--- src/rtl/spm_pkg.sv ---
// Shared definitions for the SPM memory-dump engine and the risc_spm SRAM.
// Holds the default word/address widths and the dump FSM state encoding.
package spm_pkg;

    localparam int WORD_SIZE = 8;
    localparam int ADDR_SIZE = 8;

    typedef enum logic [2:0] {
        ST_IDLE = 3'd0,
        ST_READ = 3'd1,
        ST_WAIT = 3'd2,
        ST_SEND = 3'd3,
        ST_DONE = 3'd4
    } dump_state_t;

endpackage

--- src/rtl/spm_addr_ctr.sv ---
// Dump address counter: loads the start address, holds the end address,
// steps modulo 2**addr_size and flags when it sits on the end address.
module spm_addr_ctr
    import spm_pkg::*;
#(
    parameter int addr_size = ADDR_SIZE
) (
    input  logic                 clk,
    input  logic                 rst,
    input  logic                 load,
    input  logic                 inc,
    input  logic [addr_size-1:0] load_start,
    input  logic [addr_size-1:0] load_end,
    output logic [addr_size-1:0] addr,
    output logic                 last
);

    logic [addr_size-1:0] cnt_d, cnt_q;
    logic [addr_size-1:0] end_d, end_q;

    always_comb begin
        cnt_d = cnt_q;
        end_d = end_q;
        if (load) begin
            cnt_d = load_start;
            end_d = load_end;
        end else if (inc) begin
            // natural overflow gives the wrap from the top address to 0
            cnt_d = cnt_q + 1'b1;
        end
    end

    always_ff @(posedge clk or negedge rst) begin
        if (!rst) begin
            cnt_q <= '0;
            end_q <= '0;
        end else begin
            cnt_q <= cnt_d;
            end_q <= end_d;
        end
    end

    assign addr = cnt_q;
    assign last = (cnt_q == end_q);

endmodule

--- src/rtl/spm_mem_dump.sv ---
// Streams an inclusive SRAM address range out over a valid/ready port,
// stalling the CPU off the memory for the duration of the dump.
module spm_mem_dump
    import spm_pkg::*;
#(
    parameter int word_size = WORD_SIZE,
    parameter int addr_size = ADDR_SIZE
) (
    input  logic                 clk,
    input  logic                 rst,
    input  logic                 start,
    input  logic [addr_size-1:0] start_addr,
    input  logic [addr_size-1:0] end_addr,
    output logic [addr_size-1:0] mem_addr,
    output logic                 mem_rd,
    input  logic [word_size-1:0] mem_rdata,
    output logic                 hold_cpu,
    output logic [word_size-1:0] dout,
    output logic                 dout_valid,
    input  logic                 dout_ready,
    output logic                 dout_last,
    output logic                 busy,
    output logic                 done
);

    dump_state_t          state_d, state_q;
    logic [word_size-1:0] dout_d, dout_q;
    logic                 ctr_load, ctr_inc, ctr_last;
    logic [addr_size-1:0] ctr_addr;

    spm_addr_ctr #(.addr_size(addr_size)) u_addr_ctr (
        .clk        (clk),
        .rst        (rst),
        .load       (ctr_load),
        .inc        (ctr_inc),
        .load_start (start_addr),
        .load_end   (end_addr),
        .addr       (ctr_addr),
        .last       (ctr_last)
    );

    always_comb begin
        state_d  = state_q;
        dout_d   = dout_q;
        ctr_load = 1'b0;
        ctr_inc  = 1'b0;
        case (state_q)
            ST_IDLE: begin
                // start is only looked at here, so pulses while busy are dropped
                if (start) begin
                    ctr_load = 1'b1;
                    state_d  = ST_READ;
                end
            end
            ST_READ: state_d = ST_WAIT;
            ST_WAIT: begin
                dout_d  = mem_rdata;
                state_d = ST_SEND;
            end
            ST_SEND: begin
                if (dout_ready) begin
                    if (ctr_last) begin
                        state_d = ST_DONE;
                    end else begin
                        ctr_inc = 1'b1;
                        state_d = ST_READ;
                    end
                end
            end
            ST_DONE: state_d = ST_IDLE;
            default: state_d = ST_IDLE;
        endcase
    end

    always_ff @(posedge clk or negedge rst) begin
        if (!rst) begin
            state_q <= ST_IDLE;
            dout_q  <= '0;
        end else begin
            state_q <= state_d;
            dout_q  <= dout_d;
        end
    end

    assign mem_addr   = ctr_addr;
    assign mem_rd     = (state_q == ST_READ);
    assign busy       = (state_q != ST_IDLE);
    assign hold_cpu   = busy;
    assign dout       = dout_q;
    assign dout_valid = (state_q == ST_SEND);
    assign dout_last  = dout_valid && ctr_last;
    assign done       = (state_q == ST_DONE);

endmodule

--- config.mk ---
export PLATFORM = sky130hd
export DESIGN_NAME = spm_mem_dump
export DESIGN_NICKNAME = d
export VERILOG_FILES = /design/src/rtl/spm_pkg.sv /design/src/rtl/spm_addr_ctr.sv /design/src/rtl/spm_mem_dump.sv
export SDC_FILE = /design/constraint.sdc
export NUM_CORES = 1
export LEC_CHECK = 0
export CAP_MARGIN = 10
export CORE_AREA = 10 10 80 68
export CTS_CLUSTER_SIZE = 30
export DETAILED_ROUTE_END_ITERATION = 8
export DIE_AREA = 0 0 90 78
export PLACE_DENSITY_LB_ADDON = 0.25
export SYNTH_ARGS = -nofsm -noshare
export SYNTH_HDL_FRONTEND = slang
export SYNTH_SLANG_ARGS = --single-unit
--- constraint.sdc ---
create_clock -name clk -period 2.2 [get_ports clk]
set_input_delay 0.44 -clock clk [delete_from_list [all_inputs] [get_ports clk]]
set_output_delay 0.44 -clock clk [all_outputs]
set_load 0.01 [all_outputs]
# --- Word level (Yosys, flattened, before mapping) ---
# Index checks and enable logic that the tools add are counted.
classes:
  add_sub_neg: 1
  n_eq_ne: 7
  muxes: 11
  n_reduce_logical: 5
ops:
  columns: ["op", "count"]
  rows:
  - ["$mux W8", 2]
  - ["$pmux W3 S4", 1]
  - ["$mux W3", 3]
  - ["$add A8 B1 Y8 const B", 1]
  - ["$eq A8 B8 Y1", 1]
  - ["$eq A3 B2 Y1 const B", 2]
  - ["$mux W1", 5]
  - ["$eq A3 B1 Y1 const B", 1]
  - ["$eq A3 B3 Y1 const B", 1]
  - ["$logic_not A3 Y1", 1]
  - ["$reduce_bool A3 Y1", 1]
  - ["$ne A2 B1 Y1 const B", 1]
  - ["$ne A2 B2 Y1 const B", 1]
  - ["$reduce_and A2 Y1", 1]
  - ["$reduce_bool A2 Y1", 1]
  - ["$logic_and A1 B1 Y1", 1]
totals:
  regBits: 27
  in_bits: 28
  out_inout_bits: 22
  wordCells: 28

# --- Longest topological paths before layout ---
# Gate-level depths: netlist of the first run.
logic_depth:
  ltp_word: 6
  depth_mapped: 6
  mapped_depth_nobuf: 5

# --- Cells and area by module ---
# From an unflattened synthesis of the first run, not the netlist that was laid out.
hier_totals:
  hier_cells: 114
  hier_area_um2: 1321.3
by_module_without_submodules:
  columns: ["mod", "instances", "cells_per_inst", "area_per_inst_um2", "seq_area_each_um2"]
  rows:
  - ["spm_addr_ctr", 1, 78, 828.3, 400.4]
  - ["spm_mem_dump", 1, 36, 493.0, 275.3]

# --- Least setup slack after synthesis of the first run ---
# No wires, ideal clock.
synth_timing:
  path_kind: "reg-to-output"
  from: "reg u_addr_ctr.cnt_q[2] (netlist: u_addr_ctr.addr[2])"
  to: "out dout_last"
  t_arrival_ns: 1.516
  required_time_ns: 1.760
  path_slack_ns: 0.244
  path_stages_with_launch: 5
  n_path_buf: 1
  path_cell_list: "dfrtp_1 buf_4 xor2_2 nor4_4 and3_1"
synth_via:
  elab_chain_len: 2
synth_lines:
  columns: ["item", "line", "source"]
  rows:
  - ["from (decl)", "spm_addr_ctr.sv:18", "logic [addr_size-1:0] cnt_d, cnt_q;"]
  - ["from (signal assigned)", "spm_addr_ctr.sv:38", "cnt_q <= cnt_d;"]
  - ["$eq A8 B8 Y1", "spm_addr_ctr.sv:44", "assign last = (cnt_q == end_q);"]
  - ["$logic_and A1 B1 Y1", "spm_mem_dump.sv:91", "assign dout_last = dout_valid && ctr_last;"]
  - ["to (decl)", "spm_mem_dump.sv:21", "output logic dout_last,"]
# Every way passes these cells.

# --- Final worst setup path of the first run ---
layout_timing:
  from: "reg state_q[0]"
  to: "out hold_cpu"
layout_via:
  elab_chain_len: 1
layout_lines:
  columns: ["item", "line", "source"]
  rows:
  - ["from (decl)", "spm_mem_dump.sv:26", "dump_state_t state_d, state_q;"]
  - ["from (signal assigned)", "spm_mem_dump.sv:80", "state_q <= state_d;"]
  - ["$reduce_bool A3 Y1", "spm_mem_dump.sv:87", "assign busy = (state_q != ST_IDLE);"]
  - ["to (decl)", "spm_mem_dump.sv:17", "output logic hold_cpu,"]
# Every way passes these cells.

==> metrics.md, run 1 <==
| Metric | Value |
|---|---|
| HP Start | dout[3] |
| RePlAce Congestion | 0.8801 |
| H-tree levels | 1 |
| Pin count of the biggest net entering global routing | 28 |
| Clk pwr share | 0.097 |
| Maximum fanout along the worst path | 7 |
| Max Slew Vio Count | 0 |
| Combinational Power Share | 0.564 |
| Switching share of power | 0.3814 |
| Slowest-stage cell, CP | dfrtp_1 |
| Cell area after synthesis | 1416 um2 |
| Min-delay worst type | flop to flop |
| Mapped Avg Cell Area | 12.00 um2 |
| Psw | 1.081 mW |
| Antenna violations before repair | 0 |
| Count of final setup violators | 0 |
| Cell area power density | 1365 nW/um2 |
| Final setup margin | 0.07519 ns |
| Post-Synth Simple-Gate Area | 0.1652 |
| Synth cell types | 31 |
| Die Height | 78 um |
| Leakage power | 0.8134 nW |
| CP Launch Type | flop |
| N_diodes | 0 |
| VDD IR-drop max | 0.6150 mV |
| Worst setup EP type | output pin |
| Syn Nets | 147 |
| Insertion delay to the later sink of the worst-skew pair | 0.27 ns |
| Hold slack | 0.5119 ns |
| F_max | 0.4706 GHz |
| Placement Rows | 21 |
| CTS tree | done |
| Share of layout cells above drive strength 1 | 0.2557 |
| XOR/XNOR share of the synthesized area | 0.1034 |
| Reg-to-reg endpoint | u_addr_ctr.addr[6] |
| Placed Area | 2014 um2 |
| Post-synthesis adder-cell area fraction | 0.008834 |
| Root buf cell | clkbuf_8 |
| WL final | 3.437 mm |
| First-pass GRT wire length | 5.699 mm |
| DR iter-0 viols | 51 |
| Core ar. | 3968 um2 |
| Setup WS pre-CTS | 0.08989 ns |
| Synth-to-layout area growth | 46.64% |
| Crit share post-route | 0.9658 |
| Compound-Gate Fraction of Synth Area | 0.08127 |
| Crit-path cells | or3_1 > clkdlybuf4s50_1 |
| Worst Tran Pin Value | 0.5908 ns |
| Hold Path End | dout[3] |
| Reg2Reg Depth | 6 |
| Routed Antenna Nets | 0 |
| Crit path time final | 2.125 ns |
| Starting Density | 0.3570 |
| R2R setup slack | 0.41 ns |
| Synth warnings | 0 |
| Unrepaired setup endpoints after global routing | no |
| Critical path type | flop to output pin |
| Worst Skew | 0.001815 ns |
| GR Overflow Total | 0 |
| Largest family of logic cells by synthesized area | simple AND/OR/NAND/NOR gates |
| Yosys reg bits | 27 |
| Setup TNS | 0 ns |
| Final Hold Fails | 0 |
| Placed insts | 228 |
| Vias/cell | 4.562 |
| Final Cell Area | 2077 um2 |
| Port bufs | 49 |
| Cells after Synth | 118 |
| Non-Filler Instances | 233 |
| NumNets Final | 206 |
| Relative slew slack | 0.6044 |
| DP HPWL | 2.687 mm |
| Clock sink total | 27 |
| Sequential share of power | 0.338 |
| Internal power | 1.753 mW |
| Drt first pass iters | 4 |
| Arrival time worst endpoint | 1.68 ns |
| Routed vias | 1063 |
| Status | completed |
| Chip Width | 90 um |
| WL per Instance | 14.75 um |
| Portion of netlist area occupied by mux cells | 0.1343 |
| Crit-path max cell delay | 0.50 ns |
| Vias in the first global route | 1131 |
| WP data required | 1.76 ns |
| Full die area | 7020 um2 |
| Residual DRC count | 0 |
| CTS Buffer Depth | 2 |
| I/O pin count | 50 |
| Worst r2r src | u_addr_ctr.addr[4] |
| Cts bufs inserted | 3 |
| Max_cap viols | 0 |
| Sequential area share after synthesis | 0.4770 |
| Post-CTS Hold Fix Bufs | 0 |
| Total GRT Usage | 0.09928 |
| Hold path cells | 1 |
| Clock transition at the registers of the reported paths | 0.09 ns |
## cell type report
type                       instances  area, um2
inverter                           1      3.754
timing repair buffer              60      573.1
multi-input combinational         84      705.7
clock inverter                     1      5.005
tap                               57      71.32
clock buffer                       3      41.29
fill                             341       1891
sequential                        27      676.9
## power groups by stage
stage / Sequential [mW] / Combinational [mW] / Clock [mW]
final: 0.958 / 1.60 / 0.276
after detailed placement: 0.969 / 1.59 / 0
after CTS: 0.958 / 1.60 / 0.294
after floorplan: 1.03 / 0.843 / 0
after global placement: 0.950 / 1.56 / 0
after global routing: 0.994 / 1.74 / 0.314
## synth_stat cells, drive strengths merged
library cell,instances,area share
a2111oi,2,0.021
a211oi,3,0.016
a21oi,11,0.044
and2,2,0.0088
and3,1,0.0044
buf,4,0.022
clkbuf,2,0.0053
dfrtp,27,0.48
ha,1,0.0088
inv,1,0.0026
mux2,16,0.13
mux2i,1,0.0071
nand2,2,0.0053
nand2b,1,0.0044
nand3,4,0.023
nand3b,1,0.0053
nand4,3,0.013
nor2,13,0.034
nor3b,3,0.019
nor4,2,0.030
or2,1,0.0044
or3,1,0.0044
or4,1,0.0079
xnor2,7,0.043
xor2,8,0.060
## timing repair
item                                    in CTS  in global routing
pin swaps                                    0                  1
buffers inserted                             0                  1
endpoints found under the setup margin       1                  2
gates resized for setup                      1                  4
## stage by stage
step           utilization  power (mW)
4_1_cts             0.5191       2.850
6_report            0.5235       2.835
2_1_floorplan            -       1.869
3_5_place_dp        0.5077       2.558
5_1_grt             0.5235       3.045
3_3_place_gp        0.5077       2.512
## flip-flops by register name, summed over array words and instances, names as in the netlist
register / flops
u_addr_ctr.addr: 8
state_q: 3
u_addr_ctr.end_q: 8
dout: 8
## placed cells by master (no fill, tap or decap), types with 2 or more instances in the layout
cell type         n
a2111oi_2         2
a211oi_1          3
a21oi_1           9
a21oi_2           2
and2_1            2
buf_4            11
clkbuf_8          3
clkdlybuf4s50_1  48
dfrtp_1          26
mux2_2           16
nand2_1           2
nand3_1           3
nand4_1           3
nor2_1           12
nor3b_1           2
nor4_4            2
xnor2_1           7
xor2_1            6
xor2_2            2
## per-layer routing
| metal | up-vias | routed length, um | global-route usage |
|---|---|---|---|
| met3 | 5 | 206 | 0.04038 |
| met1 | 501 | 1596 | 0.1264 |
| met5 | - | 0 | 0 |
| li1 | 527 | - | - |
| met2 | 30 | 1590 | 0.1493 |
| met4 | 0 | 44 | 0.03333 |
## critical path, delay by kind of cell, from the launching register on
| kind | cells | cell delay, ns |
|---|---|---|
| flip-flops | 1 | 0.50 |
| buffers and inverters | 1 | 0.49 |
| AND/OR/NAND/NOR | 1 | 0.42 |
## cell families (layout without fill, tap and decap cells)
logic type	count (synthesis)	in the layout
buffers and inverters	7	65
XOR/XNOR	15	15
AND/OR/NAND/NOR	35	35
flip-flops	27	27
multiplexers	17	17
adder cells (fa/ha/maj)	1	1
AO/OA/AOI/OAI	16	16
## worst max-delay path by stage
stage | endpoint | slack [ns] | depth (start not counted) | start
floorplan | dout_last | 0.24 | 4 | u_addr_ctr.addr[2]
global placement | dout_last | 0.1 | 4 | u_addr_ctr.addr[2]
detailed placement | u_addr_ctr.addr[7] | 0.09 | 6 | dout_ready
CTS | dout_last | 0.06 | 4 | u_addr_ctr.addr[2]
global route | dout_last | 0.01 | 4 | u_addr_ctr.addr[4]
finish | hold_cpu | 0.08 | 2 | state_q[0]
(Power assumes the default switching activity.)
==> run 2: changes to the inputs <==
--- a/config.mk
+++ b/config.mk
@@ -11,6 +11,7 @@
 export DETAILED_ROUTE_END_ITERATION = 8
 export DIE_AREA = 0 0 90 78
 export PLACE_DENSITY_LB_ADDON = 0.25
+export REMOVE_ABC_BUFFERS = 1
 export SYNTH_ARGS = -nofsm -noshare
 export SYNTH_HDL_FRONTEND = slang
 export SYNTH_SLANG_ARGS = --single-unit
==> run 2 against run 1 <==
Net effect:
- sequential share of layout area decreased by 0.12 points
- register-to-register slack improved by 0.06 ns
- combinational power about the same
- clock skew increased by 0.0033 ns
- largest power group unchanged
==> metrics.md, run 2 (synthesis results as in run 1) <==
| Metric | Value |
|---|---|
| Status | completed |
| DR iter-0 viols | 42 |
| Layout Utilization | 0.5254 |
| Non-Filler Instances | 235 |
| VDD IR-drop max | 0.4309 mV |
| Crit share post-route | 0.9523 |
| Slowest-stage cell, CP | clkdlybuf4s50_1 |
| Cell area power density | 1369 nW/um2 |
| Placed Area | 2022 um2 |
| Port bufs | 49 |
| Worst Skew | 0.005155 ns |
| Final setup margin | 0.1049 ns |
| First-pass GRT wire length | 5.789 mm |
| Worst r2r src | u_addr_ctr.addr[4] |
| Placement Rows | 21 |
| RePlAce Congestion | 0.7978 |
| Worst setup EP type | output pin |
| Die Height | 78 um |
| Filler cell count | 346 |
| Total GRT Usage | 0.09954 |
| CTS tree | done |
| R2R setup slack | 0.47 ns |
| Pin count of the biggest net entering global routing | 28 |
| Most common cell after layout, fill and taps aside | clkdlybuf4s50_1 |
| Final Cell Area | 2085 um2 |
| Crit path time final | 2.095 ns |
| Routed vias | 1103 |
| Core ar. | 3968 um2 |
| Insertion delay to the later sink of the worst-skew pair | 0.27 ns |
| F_max | 0.4773 GHz |
| Share of layout cells above drive strength 1 | 0.2640 |
| Setup WS pre-CTS | 0.07443 ns |
| WL final | 3.497 mm |
| Root buf cell | clkbuf_8 |
| Hold path cells | 1 |
| Clock transition at the registers of the reported paths | 0.09 ns |
| Min-delay worst type | flop to flop |
| Vias in the first global route | 1199 |
| Critical path type | flop to output pin |
| Hold slack | 0.5143 ns |
| Crit. Startpoint | state_q[0] |
| Multi-input logic area | 703.2 um2 |
| Clock sink total | 27 |
| Relative slew slack | 0.5763 |
| Placed insts | 229 |
| Max Slew Vio Count | 0 |
| Residual DRC count | 0 |
| Antenna violations before repair | 0 |
| Full die area | 7020 um2 |
| Setup TNS | 0 ns |
| Pwr Total | 2.854 mW |
| Reg-to-reg endpoint | u_addr_ctr.addr[5] |
| Crit-path max cell delay | 0.49 ns |
| DP HPWL | 2.799 mm |
| Cts bufs inserted | 3 |
| Starting Density | 0.3570 |
| Synth-to-layout area growth | 47.17% |
| Buffer and inverter count on the worst path | 1 |
| Reg2Reg Depth | 6 |
| CP Launch Type | flop |
| Hold Path End | dout[7] |
| Unrepaired setup endpoints after global routing | no |
| WL per Instance | 14.88 um |
| Delay-heaviest family, CP | buffers and inverters |
| Count of final setup violators | 0 |
| HP Start | dout[7] |
| NumNets Final | 208 |
| Vias/cell | 4.694 |
| Leakage power | 0.8231 nW |
| Worst Tran Pin Value | 0.6328 ns |
| Arrival time worst endpoint | 1.66 ns |
| WP data required | 1.76 ns |
| Drt first pass iters | 4 |
| I/O pin count | 50 |
| Maximum fanout along the worst path | 7 |
| Crit-path cells | or3_1 > clkdlybuf4s50_1 |
| Chip Width | 90 um |
| Max_cap viols | 0 |
| FF/Latch Area | 676.9 um2 |
| H-tree levels | 1 |
| Most frequent cells in the layout | clkdlybuf4s50_1, dfrtp_1, mux2_2 |
| N_diodes | 0 |
| CTS Buffer Depth | 2 |
| Post-CTS Hold Fix Bufs | 0 |
| Final Hold Fails | 0 |
| GR Overflow Total | 0 |
| Routed Antenna Nets | 0 |
run 2: changes by cell type in the layout (fill, tap and decap cells not counted):
cell / change
clkdlybuf4s15_1: -1
clkbuf_2: +1
nor2_1: +1
nor2_2: -1
buf_4: +2
run 2: power breakdown:
part,internal (mW),switching [mW],total (mW)
sequential,0.745,0.200,0.946
combinational,0.901,0.727,1.63
clock,0.127,0.153,0.280
total,1.77,1.08,2.85
run 2: metal layers:
layer	part of all wire	vias to the layer above	global-route usage
li1	-	533	-
met1	0.43	530	0.1204
met2	0.49	35	0.1645
met3	0.066	5	0.03173
met4	0.015	0	0.03333
met5	0	-	0
run 2: worst max-delay path by stage:
| stage | endpoint | slack (ns) | cells past startpoint |
|---|---|---|---|
| floorplan | dout_last | 0.27 | 3 |
| global placement | u_addr_ctr.addr[7] | 0.12 | 6 |
| detailed placement | u_addr_ctr.addr[7] | 0.07 | 6 |
| CTS | dout_last | 0.04 | 4 |
| global route | busy | 0.003 | 2 |
| finish | hold_cpu | 0.10 | 2 |
run 2: area by class of cell:
cell class | instances | share of cell area
Multi-Input combinational cell | 84 | 0.3373
Timing Repair Buffer | 62 | 0.2797
Sequential cell | 27 | 0.3247
Clock inverter | 1 | 0.002401
Inverter | 1 | 0.001801
Tap cell | 57 | 0.03421
Clock buffer | 3 | 0.01981
run 2: what timing repair did:
item | in CTS | in global routing
setup buffers | 0 | 2
gates resized for setup | 1 | 4
gates cloned | 0 | 0
pin swaps | 0 | 1
endpoints found under the setup margin | 1 | 1
